<file path="src/rtl/booth_radix4_seq_multiplier.sv">
// booth_radix4_seq_multiplier: sequential radix-4 Booth multiplier, one digit per clock, signed/unsigned per operation
module booth_radix4_seq_multiplier #(
    parameter int MW = 8,
    parameter int RW = 8
) (
    input  logic               clk,
    input  logic               rst_n,
    input  logic               start,
    input  logic               sgn,
    input  logic [MW-1:0]      multiplicand,
    input  logic [RW-1:0]      multiplier,
    output logic               busy,
    output logic               done,
    output logic [MW+RW-1:0]   product
);
    localparam int RE   = (RW % 2 == 1) ? RW + 1 : RW + 2;
    localparam int ITER = RE / 2;
    localparam int AW   = MW + RE + 2;
    localparam int CW   = $clog2(ITER);
    localparam logic [CW-1:0] LAST = CW'(ITER - 1);

    typedef enum logic [1:0] {IDLE, RUN, DONE} state_t;

    state_t                 state;
    logic [MW+1:0]          a_reg;
    logic [RE:0]            b_reg;
    logic [CW-1:0]          cnt;
    logic signed [AW-1:0]   acc, sum;
    logic signed [MW+2:0]   a_w, pp;
    logic [2:0]             trip;

    // b_reg carries b[-1] in bit 0, so the current Booth triplet is always its low 3 bits
    always_comb begin
        a_w  = signed'({a_reg[MW+1], a_reg});
        trip = b_reg[2:0];
        pp   = (trip == 3'b001 || trip == 3'b010) ? a_w :
               (trip == 3'b011)                   ? a_w <<< 1 :
               (trip == 3'b100)                   ? -(a_w <<< 1) :
               (trip == 3'b101 || trip == 3'b110) ? -a_w : '0;
        sum  = acc + (AW'(pp) << {cnt, 1'b0});
    end

    always_ff @(posedge clk) begin
        if (!rst_n) begin
            state   <= IDLE;
            busy    <= 1'b0;
            done    <= 1'b0;
            product <= '0;
            a_reg   <= '0;
            b_reg   <= '0;
            cnt     <= '0;
            acc     <= '0;
        end else begin
            done <= 1'b0;
            if (state == RUN) begin
                acc   <= sum;
                b_reg <= b_reg >> 2;
                cnt   <= cnt + 1'b1;
                if (cnt == LAST) begin
                    product <= sum[MW+RW-1:0];
                    state   <= DONE;
                    busy    <= 1'b0;
                    done    <= 1'b1;
                end
            end else if (start) begin
                a_reg <= {{2{sgn & multiplicand[MW-1]}}, multiplicand};
                b_reg <= {{(RE-RW){sgn & multiplier[RW-1]}}, multiplier, 1'b0};
                acc   <= '0;
                cnt   <= '0;
                state <= RUN;
                busy  <= 1'b1;
            end else begin
                state <= IDLE;
            end
        end
    end
endmodule

</file>
<file path="config.mk">
export PLATFORM = sky130hd
export DESIGN_NAME = booth_radix4_seq_multiplier
export DESIGN_NICKNAME = d
export VERILOG_FILES = /design/src/rtl/booth_radix4_seq_multiplier.sv
export SDC_FILE = /design/constraint.sdc
export NUM_CORES = 1
export LEC_CHECK = 0
export CAP_MARGIN = 10
export CORE_ASPECT_RATIO = 0.9
export CORE_UTILIZATION = 53
export DETAILED_ROUTE_END_ITERATION = 6
export PLACE_DENSITY = 0.84
export SYNTH_ARGS = -nofsm -noshare
export SYNTH_HDL_FRONTEND = slang
export SYNTH_SLANG_ARGS = --single-unit
</file>
<file path="constraint.sdc">
create_clock -name clk -period 5.2 [get_ports clk]
set_clock_uncertainty 0.15 [all_clocks]
set_input_delay 1.56 -clock clk [delete_from_list [all_inputs] [get_ports clk]]
set_output_delay 1.56 -clock clk [all_outputs]
set_load 0.02 [all_outputs]
</file>
==> results of run 1 <==
## power breakdown
group          switching, mW  total (mW)  leakage, nW  internal, mW
combinational          0.183       0.312         1.34         0.129
sequential            0.0277       0.491        0.472         0.463
clock                  0.186       0.432       0.0986         0.247
## cells in the final DEF (no fill, tap or decap), drive strengths merged, types with 10 or more instances in the layout
cell type / count
nor3: 10
clkdlybuf4s50: 37
a22o: 16
dfxtp: 58
a31oi: 10
nor2: 55
a21oi: 57
nand2: 46
clkbuf: 12
o21ai: 21
ha: 19
and3: 16
nand3: 17
inv: 15
mux2i: 14
## final cells by class
| class | count | area, µm² |
|---|---|---|
| multi-input combinational | 404 | 2640 |
| fill | 588 | 2610 |
| sequential | 58 | 1160 |
| timing repair buffer | 45 | 430 |
| clock buffer | 12 | 155 |
| tap | 93 | 116 |
| inverter | 16 | 60.1 |
| clock inverter | 4 | 50.0 |
## worst max path at each step
| stage | slack (ns) | from | end | depth (start not counted) |
|---|---|---|---|---|
| 2_1_floorplan | 1.12 | b_reg[1]$_SDFFE_PN0P_ | product[14]$_SDFFE_PN0P_ | 19 |
| 3_3_place_gp | 0.73 | a_reg[2]$_SDFFE_PN0P_ | product[14]$_SDFFE_PN0P_ | 17 |
| 3_5_place_dp | 0.65 | a_reg[0]$_SDFFE_PN0P_ | product[14]$_SDFFE_PN0P_ | 19 |
| 4_1_cts | 0.63 | a_reg[0]$_SDFFE_PN0P_ | product[14]$_SDFFE_PN0P_ | 19 |
| 5_1_grt | 0.24 | a_reg[0]$_SDFFE_PN0P_ | product[14]$_SDFFE_PN0P_ | 17 |
| 6_report | 0.59 | a_reg[2]$_SDFFE_PN0P_ | product[14]$_SDFFE_PN0P_ | 17 |
## cells in the mapped netlist, types with 8 or more instances
library cell | count | share of area [%]
sky130_fd_sc_hd__nor3_1 | 9 | 1.1
sky130_fd_sc_hd__nand2_1 | 46 | 4.3
sky130_fd_sc_hd__o21ai_0 | 12 | 1.5
sky130_fd_sc_hd__o21a_1 | 9 | 1.7
sky130_fd_sc_hd__inv_1 | 14 | 1.3
sky130_fd_sc_hd__a22o_1 | 16 | 3.5
sky130_fd_sc_hd__a211oi_1 | 8 | 1.5
sky130_fd_sc_hd__ha_1 | 19 | 5.9
sky130_fd_sc_hd__and3_1 | 16 | 2.5
sky130_fd_sc_hd__a31oi_1 | 9 | 1.4
sky130_fd_sc_hd__mux2i_1 | 14 | 3.5
sky130_fd_sc_hd__nand3_1 | 17 | 2.1
sky130_fd_sc_hd__clkbuf_1 | 36 | 3.3
sky130_fd_sc_hd__a21oi_1 | 57 | 7.1
sky130_fd_sc_hd__dfxtp_1 | 58 | 29
sky130_fd_sc_hd__nor2_1 | 55 | 5.1
sky130_fd_sc_hd__o21ai_1 | 9 | 1.1
sky130_fd_sc_hd__or3_1 | 9 | 1.4
## per-layer routing
layer,up-vias,routed length [µm],track usage [%]
li1,1944,-,-
met1,1828,4890,39.6
met2,141,4620,40.1
met3,15,593,5.16
met4,0,110,8.11
met5,-,0,0
## worst max-delay path: stages (launching register included)
cell and delay (ns):
sky130_fd_sc_hd__dfxtp_1 0.43, sky130_fd_sc_hd__or4_1 0.66, sky130_fd_sc_hd__nor4b_1 0.44, sky130_fd_sc_hd__a311oi_1 0.08, sky130_fd_sc_hd__mux4_2 0.50, sky130_fd_sc_hd__nor2_1 0.11, sky130_fd_sc_hd__a21o_1 0.13, sky130_fd_sc_hd__nor2_1 0.05
sky130_fd_sc_hd__nor3_1 0.20, sky130_fd_sc_hd__ha_1 0.31, sky130_fd_sc_hd__o21ai_0 0.09, sky130_fd_sc_hd__nand2b_1 0.10, sky130_fd_sc_hd__and4_1 0.22, sky130_fd_sc_hd__o41ai_1 0.09, sky130_fd_sc_hd__a31oi_1 0.23, sky130_fd_sc_hd__a31oi_1 0.41
sky130_fd_sc_hd__xnor2_1 0.10, sky130_fd_sc_hd__a22o_1 0.20
## logic make-up after synthesis
family	after synthesis	share of synthesized area (%)
adders and majority gates	20	6.39
DFF	58	28.8
muxes	19	5.43
and+or+nand+nor	184	22.5
AOI/OAI and AO/OA	166	27.5
xor gates and xnor gates	15	3.60
buffers and inverters	59	5.74
==> results by stage, run 1 <==
Floorplan:
- The number of cell rows is 29.
- The area of the die is 7960 µm².
- The chip height is 84.8 µm.
- The number of placed I/O pins is 38.
- The initial utilization of the core area, before any placement, comes to 55.9%.
- The core region is 7220 µm².
- The die width is 94.0 µm.

CTS:
- CTS saw 58 sinks.
- The post-CTS setup buffer count is 0.
- The clock transition time at the flip-flop clock pins of the worst setup and hold paths is 0.07 ns.
- The number of levels the H-tree was split into is 3.
- No sink is reached through more buffers than the 2 on the longest clock path.
- The root buffer selected by CTS is sky130_fd_sc_hd__clkbuf_8.
- The number of cells upsized or downsized after cts is 0.
- Hold repair after CTS inserted 0 buffers.
- Clock tree synthesis inserted a total of 9 buffers.
- The CTS tree is yes.
- The clock network latency to the later pin of the worst-skew pair is 0.34 ns.

Setup path:
- The critical path in this run is classified as reg2reg.
- In this run the register-to-register setup slack is 0.59 ns.
- The arrival time of the worst setup path is 4.69 ns.
- In this run the critical register-to-register path is captured at product[14]$_SDFFE_PN0P_.
- The endpoint type of the worst setup path is a register.
- The startpoint type of the worst setup path is a register.
- The number of cells on the worst reg-to-reg path is 17.
- The reg-to-reg critical path startpoint is a_reg[2]$_SDFFE_PN0P_.
- The maximum fanout along the worst path is 12.
- The required time of the critical path is 5.28 ns.

Synthesis:
- The dominant synthesized flop cell is sky130_fd_sc_hd__dfxtp_1.
- Averaged over all synthesized cells, the footprint is 7.74 µm².
- The number of warnings issued by yosys is 0.
- The fraction of registers with async set/reset is 0%.
- The number of library cell types mapped by synthesis is 70.
- The number of enable-type register cells in the synthesized netlist is 0.
- Synthesis handed over a netlist of 521 instances.
- Counting every net in the synthesized netlist gives 561.
- The number of flip-flops and latches in the synthesized netlist is 58.
- The area of the mapped netlist is 4030 µm².
- Sequential elements use 28.8% of the synthesized area.

Final layout:
- The final net count is 574.
- The post-route netlist has 6.86% of its cells at a drive strength greater than 1.
- After routing the design area is 4610 µm².
- The post-layout instance count excluding filler cells is 632.
- The antenna cell count is 0.
- Measured on the finished design, the core utilization comes to 63.9%.
- Relative to the synthesized area, the layout overhead comes to 14.4%.

Route:
- The first detailed-routing pass ran for 5 iterations.
- The detail route stage leaves a number of antenna-violating nets equal to 0.
- The final routed DRC violation total is 0.
- For this block, the via count after detailed routing is 3928.
- The total wire length is 10200 µm.
- In the routed layout, each cell is associated on average with a via count of 6.22.
- In the final routed layout, each cell accounts on average for 16.2 µm.
- The count of routing violations after the opening detailed-route iteration is 354.

Timing:
- The hold violation count in the final report was 0.
- The setup total negative slack is 0 ns.
- Headroom to the max-slew limit came out at 47.4%.
- At the pin with the least slew margin, the transition time is 0.788 ns.
- The fmax is 217 MHz.
- The final critical path takes up 88.6% of the cycle.
- The worst hold-check slack is 0.315 ns.
- Setup slack closes at 0.591 ns.
- The final period demand of the worst path is 4.61 ns.
- The number of pins with negative max-slew slack in the final report was 0.
- The number of setup violations in the final report is 0.
- Setup repair after global routing left no endpoint under its margin.

Placement:
- The sum of net half-perimeters after detailed placement is 7140 µm.
- The number of placed instances, taps included, is 616.
- The quantity of I/O buffers inserted on ports is 37.
- Routability-driven placement finished with a final weighted congestion of 0.868.
- OpenSTA, run right after detailed placement, puts the worst setup slack at 0.650 ns.
- The total placed instance area is 4410 µm².

Status:
- The run finished with clean final reports.

Global route:
- The first global-routing pass estimated 17300 µm of wire.
- In the global route stage, overall resource usage came out at 27.1%.
- Entering global routing, the biggest net connects 40 pins.
- The number of global-route vias before repair is 3625.
- The number of antenna violations at the first check in global routing is 0.
- The global-route congestion overflow total is 0.

Run:
- The tool flagged a number of max-cap violations equal to 0.

Worst hold path:
- The worst hold path belongs to the class reg2reg.
- The beginning of the worst hold path is b_reg[9]$_SDFFE_PP0P_.
- The end of the worst hold path is b_reg[9]$_SDFFE_PP0P_.
- The hold path depth is 2.

Pwr:
- The power per cell area is 268 nW/µm².
- The design draws 1.24 mW.
- For this design the static power due to leakage is 1.91 nW.
- The worst-case IR drop observed on VDD is 0.000188 V.
(Power assumes the default switching activity.)
==> run 2: changes to the inputs <==
--- a/config.mk
+++ b/config.mk
@@ -7,6 +7,7 @@
 export LEC_CHECK = 0
 export CAP_MARGIN = 10
 export CORE_ASPECT_RATIO = 0.9
+export CORE_MARGIN = 2
 export CORE_UTILIZATION = 53
 export DETAILED_ROUTE_END_ITERATION = 6
 export PLACE_DENSITY = 0.84
==> results by stage, run 2 (synthesized netlist as in run 1, its figures left out) <==
Status:
- Status: completed (unchanged).

CTS:
- The CTS tree is yes (unchanged).
- The number of buffers inserted for hold repair after clock tree synthesis is 0 (unchanged).
- The number of buffers created by CTS is 9 (unchanged).
- The clock network latency to the later pin of the worst-skew pair is 0.35 ns (was 0.34 ns).
- The clock tree buffer depth is 2 (unchanged).
- The post-CTS setup buffer count is 0 (unchanged).
- The root buffer selected by CTS is sky130_fd_sc_hd__clkbuf_8 (unchanged).
- The number of cells upsized or downsized after cts is 0 (unchanged).
- The number of levels the H-tree was split into is 3 (unchanged).
- The clock transition time at the flip-flop clock pins of the worst setup and hold paths came to 0.07 ns (about the same).
- The number of clock sinks seen by CTS is 58 (unchanged).

Setup path:
- The maximum fanout along the worst path is 12 (unchanged).
- The required time of the critical path is 5.29 ns (was 5.28 ns).
- The library cell contributing the largest single delay on the critical path is sky130_fd_sc_hd__or4_1 (unchanged).
- The number of stages on the worst setup path is 17 (unchanged).
- The buffering stage count on the worst path with inverters included is 0 (unchanged).
- The gate family responsible for the most delay along the worst path is simple AND/OR/NAND/NOR gates (unchanged).
- The type of the worst setup path is reg2reg (unchanged).
- The startpoint type of the worst setup path is a register (unchanged).
- The arrival time of the worst setup path is 4.87 ns (was 4.69 ns).
- The largest stage delay on the critical path is 0.65 ns (was 0.66 ns).
- Cell breakdown of the critical path: or4_1, nor4b_1, a311oi_1, mux4_2, nor2_1, a21o_1, nor2_1, nor3_1, ha_1, o21ai_0, nand2b_1, and4_1, o41ai_1, a31oi_1, a31oi_1, xnor2_1, a22o_1 (unchanged).
- The count of cells along the worst register-to-register path is 17 (unchanged).
- The endpoint type of the worst setup path is a register (unchanged).

Timing:
- The max-slew headroom at the worst pin came to 45.5% (was 47.4%).
- The number of setup violations in the final report was 0 (unchanged).
- The ratio of final minimum period to clock period came to 91.9% (was 88.6%).
- The worst hold-check slack is 0.317 ns (was 0.315 ns).
- The number of pins with negative max-slew slack in the final report is 0 (unchanged).
- The final period demand of the worst path is 4.78 ns (was 4.61 ns).
- The hold violation count in the final report was 0 (unchanged).
- RSZ-0062 raised after global routing: false (unchanged).
- The fmax came to 209 MHz (was 217 MHz).
- The setup total negative slack is 0 ns (unchanged).
- The pin slew with the least headroom to its limit is 0.816 ns (was 0.788 ns).

Floorplan:
- The number of cell rows is 30 (was 29).
- The area of the placeable core was 7470 µm² (was 7220 µm²).
- The number of placed I/O pins is 38 (unchanged).
- The chip height came to 86.8 µm (was 84.8 µm).
- The effective utilization at floorplan came to 54.0% (was 55.9%).
- The die width came to 96.0 µm (was 94.0 µm).
- The area of the die is 8330 µm² (was 7960 µm²).

Global route:
- The global-route wire length before repair is 17200 µm (was 17300 µm).
- The aggregate global-route resource usage is 26.0% (was 27.1%).
- The pin count of the biggest net entering global routing is 30 (was 40).
- The number of antenna violations at the first check in global routing was 0 (unchanged).
- The number of global-route vias before repair is 3732 (was 3625).
- The global-route congestion overflow total is 0 (unchanged).

Final layout:
- The number of inserted filler cells in the final layout was 615 (was 588).
- The share of the core filled with cells is 62.0% (was 63.9%).
- The share of post-route cells with drive strength above 1 is 6.86% (unchanged).
- The area overhead of the layout relative to synthesis was 14.8% (was 14.4%).
- The antenna cell count is 0 (unchanged).
- Most frequent cells in the layout: 58 x sky130_fd_sc_hd__dfxtp_1, 57 x sky130_fd_sc_hd__a21oi_1, 55 x sky130_fd_sc_hd__nor2_1, 46 x sky130_fd_sc_hd__nand2_1, 37 x sky130_fd_sc_hd__clkdlybuf4s50_1 (unchanged).
- The most common cell after layout, fill and taps aside is sky130_fd_sc_hd__dfxtp_1 (unchanged).
- The final net count is 574 (unchanged).

Worst hold path:
- The hold path depth is 2 (unchanged).
- The type of the worst min-delay path is reg2reg (unchanged).

Route:
- The routed wire length per instance came to 16.3 µm (was 16.2 µm).
- The overall via count from detail_route is 4019 (was 3928).
- The total wire length is 10400 µm (was 10200 µm).
- The via count normalized by instance count came to 6.33 (was 6.22).
- The number of routed nets with antenna violations is 0 (unchanged).
- The count of routing violations after the opening detailed-route iteration came to 338 (was 354).
- The number of iterations in the first detailed-routing pass is 6 (was 5).
- The final routed DRC violation total is 0 (unchanged).

Placement:
- The quantity of I/O buffers inserted on ports came to 37 (unchanged).
- The sum of net half-perimeters after detailed placement is 7370 µm (was 7140 µm).
- The routability-driven placement congestion ratio came to 0.947 (was 0.868).

Pwr:
- The cell leakage power is 1.92 nW (was 1.91 nW).
- The worst voltage drop across the vdd grid is 0.000218 V (was 0.000188 V).
- The power per cell area is 275 nW/µm² (was 268 nW/µm²).

Run:
- The max-cap violation count came to 0 (unchanged).
[run 2: cell count changes in the layout (fill, tap and decap cells not counted)]
| cell | previous run | this run |
|---|---|---|
| sky130_fd_sc_hd__bufinv_16 | 1 | 2 |
| sky130_fd_sc_hd__clkbuf_8 | 11 | 10 |
| sky130_fd_sc_hd__clkinv_2 | 1 | 2 |
| sky130_fd_sc_hd__clkinvlp_4 | 2 | 1 |
[run 2: layer usage]
layer	global-route usage (%)	part of all wire (%)
met1	34.9	45
met2	40.4	46
met3	4.61	6.3
met4	12.1	2.9
met5	0	0
[run 2: power by group]
| group | leakage [nW] | switching (mW) | internal (mW) |
|---|---|---|---|
| combinational | 1.34 | 0.184 | 0.129 |
| clock | 0.109 | 0.187 | 0.281 |
| sequential | 0.472 | 0.0283 | 0.463 |
[run 2: layout make-up]
type / count / area, µm² / share of cell area, %
multi-input cells: 404 / 2640 / 57.0
flip-flops and latches: 58 / 1160 / 25.1
repair buffers: 45 / 430 / 9.29
clock buffers: 11 / 141 / 3.05
well taps: 96 / 120 / 2.59
clock inverters: 5 / 77.6 / 1.67
inverters: 16 / 60.1 / 1.30
[run 2: tightest hold or removal path, stage by stage (launching register included)]
cell and delay, ns:
sky130_fd_sc_hd__dfxtp_1 0.33, sky130_fd_sc_hd__nand2_1 0.05, sky130_fd_sc_hd__o31ai_1 0.05
[run 2: stage by stage]
stage | instances | total power, mW | cell area, µm² | setup slack [ns]
after global routing | 635 | 1.33 | 4630 | 0.195
after floorplan | 521 | 0.729 | 4030 | 1.12
final | 635 | 1.27 | 4630 | 0.420
after detailed placement | 619 | 0.805 | 4410 | 0.629
after CTS | 635 | 1.27 | 4630 | 0.520
after global placement | 619 | 0.796 | 4410 | 0.913
[run 2: final timing paths]
check / from / end / slack, ns
worst max register to register: a_reg[2]$_SDFFE_PN0P_ / product[14]$_SDFFE_PN0P_ / 0.42
worst max-delay path: a_reg[2]$_SDFFE_PN0P_ / product[14]$_SDFFE_PN0P_ / 0.42
worst min register to register: product[1]$_SDFFE_PN0P_ / product[1]$_SDFFE_PN0P_ / 0.32
worst min-delay path: product[1]$_SDFFE_PN0P_ / product[1]$_SDFFE_PN0P_ / 0.32
